`src/rtl/reg_file_rename.sv`:
```
// Architectural register file with ROB producer tags: renames destinations at issue,
// writes values and releases tags at commit, and drops every tag on a misprediction clear.
module reg_file_rename #(
    parameter int ROB_INDEX_BIT = 4,
    parameter int REG_NUM       = 32
) (
    input  logic                     clk_in,
    input  logic                     rst_in,
    input  logic                     rdy_in,
    input  logic                     clear_in,
    input  logic                     issue_req,
    input  logic [4:0]               issue_rs1,
    input  logic [4:0]               issue_rs2,
    input  logic [4:0]               issue_rd,
    input  logic [ROB_INDEX_BIT-1:0] issue_rob_id,
    input  logic [4:0]               commit_rd,
    input  logic [31:0]              commit_val,
    input  logic [ROB_INDEX_BIT-1:0] commit_rob_id,
    output logic [31:0]              rs1_val,
    output logic                     rs1_busy,
    output logic [ROB_INDEX_BIT-1:0] rs1_rob_id,
    output logic [31:0]              rs2_val,
    output logic                     rs2_busy,
    output logic [ROB_INDEX_BIT-1:0] rs2_rob_id,
    output logic [5:0]               busy_count
);

    logic [31:0]              val_q  [REG_NUM];
    logic [ROB_INDEX_BIT-1:0] tag_q  [REG_NUM];
    logic [REG_NUM-1:0]       busy_q;
    logic [5:0]               busy_count_q;

    logic [REG_NUM-1:0]       busy_next;
    logic [5:0]               busy_count_next;
    logic                     commit_release;
    logic                     rename_en;

    // A commit only frees the register when it is still the youngest producer.
    assign commit_release = (commit_rd != 5'd0) && busy_q[commit_rd] &&
                            (tag_q[commit_rd] == commit_rob_id);
    assign rename_en      = issue_req && (issue_rd != 5'd0) && !clear_in;

    always_comb begin
        rs1_val    = val_q[issue_rs1];
        rs1_busy   = busy_q[issue_rs1];
        rs1_rob_id = tag_q[issue_rs1];
        if (issue_rs1 == 5'd0) begin
            rs1_val  = 32'd0;
            rs1_busy = 1'b0;
        end else if (commit_release && (commit_rd == issue_rs1)) begin
            rs1_val  = commit_val;
            rs1_busy = 1'b0;
        end
    end

    always_comb begin
        rs2_val    = val_q[issue_rs2];
        rs2_busy   = busy_q[issue_rs2];
        rs2_rob_id = tag_q[issue_rs2];
        if (issue_rs2 == 5'd0) begin
            rs2_val  = 32'd0;
            rs2_busy = 1'b0;
        end else if (commit_release && (commit_rd == issue_rs2)) begin
            rs2_val  = commit_val;
            rs2_busy = 1'b0;
        end
    end

    // Priority: clear beats everything, rename beats a same-cycle release.
    always_comb begin
        busy_next = busy_q;
        if (commit_release) begin
            busy_next[commit_rd] = 1'b0;
        end
        if (clear_in) begin
            busy_next = '0;
        end else if (rename_en) begin
            busy_next[issue_rd] = 1'b1;
        end
        busy_next[0] = 1'b0;
        busy_count_next = 6'd0;
        for (int i = 0; i < REG_NUM; i++) begin
            busy_count_next = busy_count_next + 6'(busy_next[i]);
        end
    end

    always_ff @(posedge clk_in or negedge rst_in) begin
        if (!rst_in) begin
            for (int i = 0; i < REG_NUM; i++) begin
                val_q[i] <= 32'd0;
                tag_q[i] <= '0;
            end
            busy_q       <= '0;
            busy_count_q <= 6'd0;
        end else if (rdy_in) begin
            if (commit_rd != 5'd0) begin
                val_q[commit_rd] <= commit_val;
            end
            if (rename_en) begin
                tag_q[issue_rd] <= issue_rob_id;
            end
            busy_q       <= busy_next;
            busy_count_q <= busy_count_next;
        end
    end

    assign busy_count = busy_count_q;

endmodule

```
`config.mk`:
```
export PLATFORM = sky130hd
export DESIGN_NAME = reg_file_rename
export DESIGN_NICKNAME = d
export VERILOG_FILES = /design/src/rtl/reg_file_rename.sv
export SDC_FILE = /design/constraint.sdc
export NUM_CORES = 2
export LEC_CHECK = 0
export BUFFER_PORTS_ARGS = -buffer_cell sky130_fd_sc_hd__buf_2
export CORE_ASPECT_RATIO = 1.1
export CORE_MARGIN = 3
export CORE_UTILIZATION = 35
export CTS_CLUSTER_DIAMETER = 100
export DETAILED_ROUTE_END_ITERATION = 8
export GPL_ROUTABILITY_DRIVEN = 0
export SYNTH_ARGS = -nofsm -noshare
export SYNTH_HDL_FRONTEND = slang
export SYNTH_SLANG_ARGS = --single-unit
export TNS_END_PERCENT = 20
```
`constraint.sdc`:
```
create_clock -name clk_in -period 6.3 [get_ports clk_in]
set_input_delay 0 -clock clk_in [delete_from_list [all_inputs] [get_ports clk_in]]
set_output_delay 0 -clock clk_in [all_outputs]
set_load 0.03 [all_outputs]
```
==> out/qor.txt <==
status - complete, but fails checks
failing checks - hold timing, setup timing
CP most frequent cell - fa_1
core box area - 189000 sq um
Netlist cell types - 57
chip width - 423 um
H-tree depth - 4
YS warnings - 0
max-cap viol count - 0
post-DP HPWL - 132 mm
final non-filler cell total - 7213
CTS Buf Count - 138
vias per cell - 6.07
CTS tree - yes
Crit-path slowest cell - fa_1
minimum clock period - 6600 ps
most common cell after layout, fill and taps aside - dfrtp_1
Power Density - 301 nW/um^2
final setup vio count - 5
crit path DAT - 7270 ps
max-slew violation count - 0
Buf+Inv Stages, Crit Path - 3
vias in the first global route - 45165
syn_area_per_cell - 15.2 sq um
clk buf depth - 3
critical path's top delay family - adder cells
final hold violation count - 7
critical path, cell by cell - mux4_2, a22oi_2, nand4_1, xnor2_2, nand4_4, or2_4, o41ai_4, fa_1, fa_1, inv_1, fa_1, inv_1, fa_1, fa_1, fa_1, fa_1, inv_2, fa_2, a21o_1, a21oi_2, xnor2_1, mux2_2
CP Launch Type - register
min-delay worst type - input port to async pin
total number of vias - 43774
Fillers - 17204
syn_nets - 4500
sequential area share after synthesis - 44.5%
layout cells sized above 1 - 56.2%
Placed Instances - 6897
met3 WL post-DR - 14.5 mm
top layer in use - met5
Post-Route Skew - 46.0 ps
synthesized area - 66900 sq um
drt pass-1 iters - 7
buffers added on ports - 144
die footprint - 196000 sq um
Clock Latency Late Sink - 810 ps
Post-Route WL - 221 mm
largest net degree at the start of global routing - 165
RSZ-0062 raised after global routing - yes
Root Driver - clkbuf_16
P&R area growth vs syn - 15.5%
Worst VDD drop - 283 uV
grt total ovfl - 0
setup ws final - -296 ps
DIE HEIGHT - 464 um
Setup WS pre-CTS - -840 ps
num rows - 167
crit-path max FO - 5
Routed WL per cell - 30.7 um
Met2 Routed Length - 105 mm
slew margin rel. - 8.98%
Main synth FF type - dfrtp_1
Synth Register Bits - 1189
Worst Hold Slack - -56.2 ps
Post-Synthesis Cells - 4405
ANT nets after route - 0
Post-synth EDFFs - 0
Iter 0 DRT Violations - 4121
Initial Utilization - 35.4%
commonest non-fill, non-tap cells in the layout - 1189 x dfrtp_1, 1109 x mux2_2, 753 x mux4_2
All-Layer GR Usage - 22.5%
CP required - 6980 ps
Worst path max stage delay - 530 ps
Pleak - 33.0 nW
clock-pin slew on the worst setup and hold paths - 60 ps
antenna violations before repair - 14
Layout Nets - 4657
fmax - 152 MHz
M1 WL - 92.8 mm
Synth async-reset ratio - 100%
drt drc - 0
Worst-Margin Slew - 1360 ps
total power - 23.2 mW
I/O pin count - 145
Setup CP Type - register to register
clk sink count - 1189
R2R setup slack - -300 ps
global-route wire length before repair - 326 mm
fin crit share - 105%
Worst setup EP type - register
[path summary, 6_finish.rpt]
check	start	endpoint	cells after the start
max in group asynchronous	rst_in	val_q[808]	3
max	tag_q[50]	busy_count[4]	22
max reg2reg	tag_q[50]	busy_count[4]	22
min in group clk_in	commit_rob_id[2]	busy_q[10]	7
min reg2reg	val_q[1002]	val_q[1002]	0
min	rst_in	busy_count[2]	3
[Yosys cell counts, types with 8 or more instances]
master,number,share of area (%)
fa_1,23,0.69
clkbuf_1,385,2.2
nand2b_1,36,0.34
nor3_1,8,0.060
a211o_1,15,0.20
mux2_2,1109,19
a22oi_1,8,0.090
o22ai_1,26,0.24
nand2_1,134,0.75
o21ai_0,35,0.26
nor2_1,143,0.80
o311a_1,32,0.48
a21oi_1,24,0.18
dfrtp_1,1189,45
buf_2,22,0.16
xnor2_1,10,0.13
o31ai_1,34,0.38
nor4_1,13,0.12
mux2i_1,116,1.7
o211ai_1,32,0.36
a31oi_1,12,0.11
nand3b_1,9,0.10
a41oi_1,8,0.10
inv_1,46,0.26
mux4_2,753,25
buf_1,84,0.47
[final cells by class]
cell class	count	area [sq um]	area share [%]
Multi-Input combinational cell	2674	35500	45.9
Sequential cell	1189	29800	38.5
Clock buffer	208	4160	5.38
Timing Repair Buffer	513	3930	5.09
Tap cell	2535	3170	4.11
Clock inverter	44	541	0.700
Inverter	46	173	0.224
Antenna cell	4	10.0	0.0130
[repair_timing]
item	4_1_cts	5_1_grt
pin swaps	13	10
gates cloned	1	0
endpoints found under the setup margin	5	6
endpoints found under the hold margin	1389	0
hold buffers	46	0
buffers inserted	12	1
gates resized for setup	12	8
[state kept, by name, indices dropped and copies added (netlist names)]
register,cells
val_q,1024
tag_q,128
busy_q,31
busy_count,6
[through the flow]
stage / area (sq um) / TNS, ps / util (%)
2_1_floorplan: 67000 / -277 / -
3_5_place_dp: 71800 / -3750 / 38.0
5_1_grt: 77200 / -2300 / 40.8
3_3_place_gp: 71800 / -3320 / 38.0
4_1_cts: 77200 / -1120 / 40.8
6_report: 77200 / -797 / 40.8
[per-layer routing]
layer,GRT usage [%],vias to the layer above
met5,0,-
met4,8.22,2
met3,4.12,438
met2,35.7,1736
met1,30.8,24106
li1,-,17492
[worst register-to-register path: cells and delay by family, from the launching register on]
family / cells / cell delay, ps
xor gates and xnor gates: 2 / 340
muxes: 2 / 770
adders and majority gates: 8 / 3460
DFF: 1 / 390
AOI/OAI and AO/OA: 4 / 710
and+or+nand+nor: 3 / 690
buffers and inverters: 3 / 160
[where the power goes]
| group | total (mW) | internal [mW] | switching [mW] | leakage, nW |
|---|---|---|---|---|
| registers | 9.87 | 8.95 | 0.913 | 15.4 |
| clock network | 8.31 | 4.87 | 3.44 | 2.30 |
| logic | 5.03 | 2.91 | 2.11 | 15.3 |
[cells by family (layout without fill, tap and decap cells)]
kind of cell / count (synthesis) / count (layout) / synth area share [%]
flip-flops: 1189 / 1189 / 44.5
AND/OR/NAND/NOR: 404 / 405 / 2.89
multiplexers: 1978 / 1978 / 45.8
AO/OA/AOI/OAI: 247 / 247 / 2.67
buffers and inverters: 543 / 811 / 3.15
other: 0 / 4 / 0
adder cells (fa/ha/maj): 30 / 30 / 0.820
XOR/XNOR: 14 / 14 / 0.183
Note: power is estimated with default switching activity, not from simulation.
